$ cat src/rtl/spi_pkg.sv
// spi_pkg: shared state encoding and sizing for the SmolBoi SPI slave control path.
package spi_pkg;
    localparam int WORD_BITS = 8;
    localparam int CNT_W = 4;
    localparam logic RW_READ = 1'b1;
    typedef enum logic [3:0] {
        IDLE, GET, GOT, READ_WAIT, READ_LOAD, READ_SHIFT, WRITE_GET, WRITE_MEM, DONE
    } state_t;
endpackage

$ cat src/rtl/spi_bit_counter.sv
// spi_bit_counter: counts SCLK bits of the current byte, saturating at WORD_BITS.
module spi_bit_counter #(
    parameter int WORD_BITS = spi_pkg::WORD_BITS,
    parameter int CNT_W = spi_pkg::CNT_W
) (
    input  logic             clk,
    input  logic             reset,
    input  logic             i_clear,
    input  logic             i_inc,
    output logic [CNT_W-1:0] o_count,
    output logic             o_done
);
    logic [CNT_W-1:0] r_count;
    always_ff @(posedge clk or posedge reset) begin
        if (reset)
            r_count <= '0;
        else if (i_clear)
            r_count <= '0;
        else if (i_inc && !o_done)
            r_count <= r_count + 1'b1;
    end
    assign o_count = r_count;
    assign o_done = (r_count == CNT_W'(WORD_BITS));
endmodule

$ cat src/rtl/spi_slave_fsm.sv
// spi_slave_fsm: sequences address+R/W byte then one data byte read or write.
// Define SPI_BURST_EN to add addr_inc and continue on sequential addresses until CS rises.
module spi_slave_fsm #(
    parameter int WORD_BITS = spi_pkg::WORD_BITS,
    parameter int CNT_W = spi_pkg::CNT_W
) (
    input  logic clk,
    input  logic reset,
    input  logic sclk_posedge,
    input  logic sclk_negedge,
    input  logic cs_con,
    input  logic rw_bit,
    output logic sr_shift,
    output logic sr_load,
    output logic addr_we,
    output logic dm_we,
    output logic miso_buff
`ifdef SPI_BURST_EN
    ,
    output logic addr_inc
`endif
);
    import spi_pkg::*;
`ifdef SPI_BURST_EN
    localparam state_t R_END = READ_WAIT;
    localparam state_t W_END = WRITE_GET;
`else
    localparam state_t R_END = DONE;
    localparam state_t W_END = DONE;
`endif
    state_t r_state, w_next;
    logic [CNT_W-1:0] w_count;
    logic w_done, w_clear;
    logic [CNT_W:0] w_unused;
    assign w_unused = {sclk_negedge, w_count};
    always_ff @(posedge clk or posedge reset) begin
        if (reset)
            r_state <= IDLE;
        else
            r_state <= w_next;
    end
    always_comb begin
        w_next = r_state;
        case (r_state)
            IDLE:       w_next = GET;
            GET:        w_next = w_done ? GOT : GET;
            GOT:        w_next = (rw_bit == RW_READ) ? READ_WAIT : WRITE_GET;
            READ_WAIT:  w_next = READ_LOAD;
            READ_LOAD:  w_next = READ_SHIFT;
            READ_SHIFT: w_next = w_done ? R_END : READ_SHIFT;
            WRITE_GET:  w_next = w_done ? WRITE_MEM : WRITE_GET;
            WRITE_MEM:  w_next = W_END;
            DONE:       w_next = DONE;
            default:    w_next = IDLE;
        endcase
        if (cs_con)
            w_next = IDLE;
        // a full byte ignores further edges so the counter cannot pass WORD_BITS
        sr_shift = (r_state == GET || r_state == WRITE_GET || r_state == READ_SHIFT) &&
                   sclk_posedge && !cs_con && !w_done;
        sr_load = (r_state == READ_LOAD);
        addr_we = (r_state == GOT);
        dm_we = (r_state == WRITE_MEM);
        miso_buff = (r_state == READ_SHIFT);
    end
`ifdef SPI_BURST_EN
    assign addr_inc = (r_state == WRITE_MEM) || (r_state == READ_SHIFT && w_done);
`endif
    // every state change starts the next byte from zero
    assign w_clear = cs_con || (w_next != r_state);
    spi_bit_counter #(.WORD_BITS(WORD_BITS), .CNT_W(CNT_W)) u_cnt (
        .clk     (clk),
        .reset   (reset),
        .i_clear (w_clear),
        .i_inc   (sr_shift),
        .o_count (w_count),
        .o_done  (w_done)
    );
endmodule

$ cat config.mk
export PLATFORM = sky130hd
export DESIGN_NAME = spi_slave_fsm
export DESIGN_NICKNAME = d
export VERILOG_FILES = /design/src/rtl/spi_pkg.sv /design/src/rtl/spi_bit_counter.sv /design/src/rtl/spi_slave_fsm.sv
export SDC_FILE = /design/constraint.sdc
export NUM_CORES = 1
export LEC_CHECK = 0
export ABC_AREA = 1
export ABC_CLOCK_PERIOD_IN_PS = 3700
export CAP_MARGIN = 20
export CORE_AREA = 5 5 42 44
export CTS_CLUSTER_SIZE = 30
export DETAILED_ROUTE_END_ITERATION = 16
export DIE_AREA = 0 0 47 49
export MAX_ROUTING_LAYER = met4
export PLACE_DENSITY_LB_ADDON = 0.2
export SLEW_MARGIN = 20
export SYNTH_ARGS = -nofsm -noshare
export SYNTH_HDL_FRONTEND = slang
export SYNTH_HIERARCHICAL = 1
export SYNTH_SLANG_ARGS = --single-unit
$ cat constraint.sdc
create_clock -name clk -period 3.7 [get_ports clk]
set_clock_uncertainty 0.1 [all_clocks]
set_input_delay 0.37 -clock clk [delete_from_list [all_inputs] [get_ports clk]]
set_output_delay 0.37 -clock clk [all_outputs]
set_load 0.01 [all_outputs]
==> results of run 1 <==
-- layer usage --
layer / wire (um) / share of wire, %
met5: 0 / 0
met4: 23 / 1.9
met3: 73 / 6.1
met2: 522 / 43
met1: 583 / 49
-- critical path, delay by kind of cell, from the launching register on --
kind / cells / cell delay (ps)
DFF: 1 / 380
buffers and inverters: 4 / 920
and+or+nand+nor: 2 / 220
AOI/OAI and AO/OA: 1 / 380
adders and majority gates: 1 / 200
-- stage by stage --
stage                     utilization [%]  total power, mW
after floorplan                         -            0.107
after global placement               52.9            0.116
after detailed placement             52.9            0.116
after CTS                            54.6            0.181
after global routing                 54.6            0.188
final                                54.6            0.176
-- flip-flops by register name, summed over array words and instances (netlist names) --
signal,cells
u_cnt/o_count,4
r_state,4
-- power by group through the flow --
stage / combinational, mW / sequential (mW) / clock, mW
after floorplan: 0.0153 / 0.0920 / 0
after global placement: 0.0235 / 0.0926 / 0
after detailed placement: 0.0236 / 0.0925 / 0
after CTS: 0.0238 / 0.0911 / 0.0658
after global routing: 0.0273 / 0.0912 / 0.0692
final: 0.0237 / 0.0912 / 0.0611
-- path summary, 6_finish.rpt --
| kind | endpoint | slack (ps) | depth (start not counted) |
|---|---|---|---|
| worst max-delay path | sr_shift | 870 | 8 |
| worst min-delay path | r_state[0]$_DFF_PP0_ | 230 | 2 |
| worst max register to register | u_cnt/o_count[2]$_DFFE_PP0P_ | 1610 | 16 |
| worst min register to register | u_cnt/o_count[1]$_DFFE_PP0P_ | 470 | 2 |
| max in group asynchronous | u_cnt/o_count[2]$_DFFE_PP0P_ | 3130 | 2 |
| min in group clk | u_cnt/o_count[1]$_DFFE_PP0P_ | 470 | 2 |
-- final cells by class --
cell class | count | area, sq um | share of cell area [%]
multi-input cells | 80 | 354 | 46.3
flip-flops and latches | 8 | 200 | 26.2
repair buffers | 9 | 90.1 | 11.8
inverters | 20 | 77.6 | 10.1
clock buffers | 3 | 22.5 | 2.95
well taps | 16 | 20.0 | 2.62
-- cell families after synthesis --
group           Yosys count  share of synthesized area (%)
simple gates             74                           48.7
buf+inv                  20                           12.3
flops                     8                           31.7
compound gates            4                           3.37
fa+ha+maj                 2                           3.96
-- cells in the final DEF, fill, tap and decap left out, drive strengths merged --
cell / count
dfrtp: 8
nand2: 37
o21ai: 1
a21oi: 2
nor2: 21
ha: 2
inv: 20
a31oi: 1
nand3: 14
nand4: 2
clkbuf: 3
clkdlybuf4s50: 9
==> out/results.tsv, run 1 <==
metric	value	unit
initial antenna violation count	0	
RSZ-0062 raised after global routing	false	
fin cells	136	
CP max stage delay	630	ps
Worst R2R Start	u_cnt/o_count[0]$_DFFE_PP0P_	
gp weighted congestion	0.873	
most area-hungry cell type in the Yosys netlist	dfrtp_1	
Remaining DRCs	0	
DRT antenna net count	0	
Hold Fails Final Rpt	0	
largest net degree at the start of global routing	9	
Worst EP required	3230	ps
outcome	finished, final reports clean	
Initial Util	45.1	%
final worst path period need	2830	ps
Area Growth Syn to Fin	21.0	%
CTS Buffer Depth	2	
Pleak	0.423	nW
post-CTS setup buffer count	0	
Resized cells post-CTS	0	
routed wire length	1200	um
clock power share	34.7	%
Critical Path Start	u_cnt/o_count[0]$_DFFE_PP0P_	
ANT cells	0	
top cells by count, synth	nand2_1, nor2_1, inv_1, nand3_1, dfrtp_1	
Area after DPL	742	sq um
syn_area_per_cell	5.85	sq um
Sw Pwr	40.6	uW
Placement Rows	14	
Slew Limit Fails	0	
ys async rst share	100	%
clock latency on the worst-skew pair	250	ps
grt met3 use	2.21	%
critical path class	register to output pin	
part of the cycle the worst path needs	76.4	%
Cells after DPL	133	
# setup viols final	0	
Yosys reg bits	8	
Seq/Total Area, Yosys	31.7	%
CP max stage cell	clkdlybuf4s50_1	
core footprint	1400	sq um
total CTS buffers	3	
total grt overflow	0	
Pwr Density	230	nW/um^2
Critical Path AT	2360	ps
Final WS setup	873	ps
Die Height	49	um
mapped cell area	632	sq um
Reg clk slew, reported paths	50	ps
Critical Path, Cell by Cell	inv_1 -> ha_1 -> nand3_1 -> inv_1 -> inv_1 -> nand3_1 -> a21oi_1 -> clkdlybuf4s50_1	
max-cap violations	0	
drt first pass iters	4	
share of layout cells above drive strength 1	7.50	%
Fmax	0.354	GHz
Final Cell Area	764	sq um
GRT met2 Usage	15.2	%
Die Wd	47	um
Gate power share	13.5	%
Critical Path End Type	output pin	
GRT Util Overall	12.0	%
CP max FO	7	
initial DRC count	24	
Main synth FF type	dfrtp_1	
Clock Sink Count	8	
top cells by area, synth	dfrtp_1, nand2_1, nand3_1	
setup tns final	0	ps
Net Sw Frac	23.1	%
Max rail drop VDD	0.147	mV
gr busiest metal	met1	
hold crit path type	primary input to async pin	
post-synth cell types	13	
most frequent cell after synthesis	nand2_1	
Vias	664	
Ports	11	
fin nets	130	
CTS tree	built	
relative slew slack	68.9	%
Synthesis Warnings	6	
Mapped Nets	116	
first-pass GRT wire length	1990	um
die area	2300	sq um
Worst setup SP type	register	
Hold Buf Count CTS	0	
Fin Hold WS	230	ps
area share of the largest cell type after synthesis	31.7	%
H-tree levels	1	
vias per cell	4.88	
most used cell, CP	inv_1	
internal power	135	uW
Port Buffers	9	
WL per Instance	8.84	um
synthesized instance count	108	
filler instances	154	
part of the power in registers	51.8	%
Post-DP HPWL	1010	um
worst slack, placed	1120	ps
Post-synth EDFFs	0	
Least-Margin Pin Slew	466	ps
routing usage on met1	16.8	%
CTS Root Cell	clkbuf_4	
number of global-route vias before repair	524	
No activity file was read; power rests on OpenSTA's default activity.
==> run 2: changes to the inputs <==
ABC_CLOCK_PERIOD_IN_PS = 2400   (was 3700)
CORE_AREA = not set   (was 5 5 42 44)
CORE_MARGIN = 5   (was not set)
CORE_UTILIZATION = 45   (was not set)
DIE_AREA = not set   (was 0 0 47 49)
clock period = 2.4 ns   (was 3.7 ns; I/O delays follow)
==> out/results.tsv, run 2 (synthesis gave the netlist of run 1 again) <==
metric	value	unit
WL per Instance	9.26	um
Clock Sink Count	8	
most frequent cells in the layout	nand2_1, nor2_1, inv_1	
H-tree levels	1	
clock latency on the worst-skew pair	240	ps
Initial Util	48.0	%
number of global-route vias before repair	537	
routed wire length	1260	um
die area	2250	sq um
CP max stage cell	dfrtp_1	
Hold Buf Count CTS	0	
Least-Margin Pin Slew	276	ps
CTS Root Cell	clkbuf_4	
Vias	650	
vias per cell	4.78	
Slew Limit Fails	0	
Worst EP required	2060	ps
Area Growth Syn to Fin	21.8	%
part of the power in registers	52.0	%
post-CTS setup buffer count	0	
Port Buffers	9	
largest net degree at the start of global routing	9	
final worst path period need	2150	ps
Critical Path End Type	output pin	
drt first pass iters	4	
total CTS buffers	3	
worst slack, placed	219	ps
Reg clk slew, reported paths	50	ps
critical path class	register to output pin	
ANT cells	0	
Final WS setup	251	ps
initial DRC count	8	
relative slew slack	81.5	%
core footprint	1320	sq um
internal power	209	uW
Fmax	0.465	GHz
Worst setup SP type	register	
first-pass GRT wire length	2100	um
CTS Buffer Depth	2	
Resized cells post-CTS	1	
share of layout cells above drive strength 1	8.26	%
Critical Path, Cell by Cell	inv_1 -> ha_1 -> nand3_1 -> inv_1 -> inv_1 -> nand3_1 -> a21oi_1 -> dlygate4sd2_1	
Final Cell Area	769	sq um
CTS tree	built	
RSZ-0062 raised after global routing	false	
clock power share	34.3	%
Cells after DPL	133	
Sw Pwr	61.2	uW
Area after DPL	748	sq um
hold crit path type	primary input to async pin	
DRT antenna net count	0	
commonest non-fill, non-tap cell in the layout	nand2_1	
setup tns final	0	ps
outcome	finished, final reports clean	
Placement Rows	13	
Hold Fails Final Rpt	0	
Post-DP HPWL	1080	um
CP max stage delay	390	ps
gp weighted congestion	0.881	
Net Sw Frac	22.7	%
Pwr Density	351	nW/um^2
# setup viols final	0	
CP max FO	4	
GRT Util Overall	13.8	%
Ports	11	
Remaining DRCs	0	
total grt overflow	0	
Pleak	0.433	nW
fin nets	131	
Die Wd	47.5	um
part of the cycle the worst path needs	89.5	%
fin cells	136	
Die Height	47.5	um
initial antenna violation count	0	
Max rail drop VDD	0.241	mV
max-cap violations	0	
Critical Path AT	1810	ps
most used cell, CP	inv_1	
Gate power share	13.7	%
==> run 2: path summary, 6_finish.rpt <==
| check | startpoint | to | slack [ps] | depth (start not counted) |
|---|---|---|---|---|
| min in group clk | u_cnt/o_count[1]$_DFFE_PP0P_ | u_cnt/o_count[1]$_DFFE_PP0P_ | 470 | 2 |
| max in group asynchronous | reset | r_state[1]$_DFF_PP0_ | 1950 | 2 |
| hold / removal | reset | u_cnt/o_count[3]$_DFFE_PP0P_ | 100 | 2 |
| hold reg to reg | u_cnt/o_count[1]$_DFFE_PP0P_ | u_cnt/o_count[1]$_DFFE_PP0P_ | 470 | 2 |
| setup reg to reg | u_cnt/o_count[0]$_DFFE_PP0P_ | u_cnt/o_count[1]$_DFFE_PP0P_ | 290 | 16 |
| setup / recovery | u_cnt/o_count[0]$_DFFE_PP0P_ | sr_shift | 250 | 8 |
==> run 2: cell type report <==
| cell class | count | area [sq um] |
|---|---|---|
| clock buffer | 3 | 22.5 |
| fill | 132 | 548 |
| inverter | 20 | 77.6 |
| multi-input combinational | 80 | 354 |
| tap | 15 | 18.8 |
| sequential | 8 | 200 |
| timing repair buffer | 10 | 96.3 |
==> run 2: per-stage QoR <==
| step | hold WS (ps) | total power [mW] | utilization [%] |
|---|---|---|---|
| after detailed placement | 360 | 0.180 | 56.8 |
| after global routing | 108 | 0.287 | 58.4 |
| after CTS | 99.3 | 0.277 | 58.4 |
| after global placement | 356 | 0.180 | 56.8 |
| after floorplan | -93.9 | 0.165 | - |
| final | 102 | 0.270 | 58.4 |
==> run 2: critical path: cells and delay by family, from the launching register on <==
family          cells  cell delay (ps)
simple gates        2              230
buf+inv             4              580
fa+ha+maj           1              210
flops               1              390
compound gates      1              160
==> run 2: metal layers <==
layer	track usage, %	vias up	part of all wire (%)	wire, um
li1	-	360	-	-
met1	18.6	278	49	619
met2	19.8	10	45	566
met3	1.13	2	4.8	61
met4	8.29	0	0.95	12
met5	-	-	0	0
==> run 2: power by group through the flow <==
stage | combinational (mW) | sequential (mW) | clock, mW
floorplan | 0.0236 | 0.142 | 0
global placement | 0.0373 | 0.143 | 0
detailed placement | 0.0377 | 0.143 | 0
CTS | 0.0374 | 0.140 | 0.0989
global route | 0.0424 | 0.141 | 0.104
finish | 0.0370 | 0.140 | 0.0927
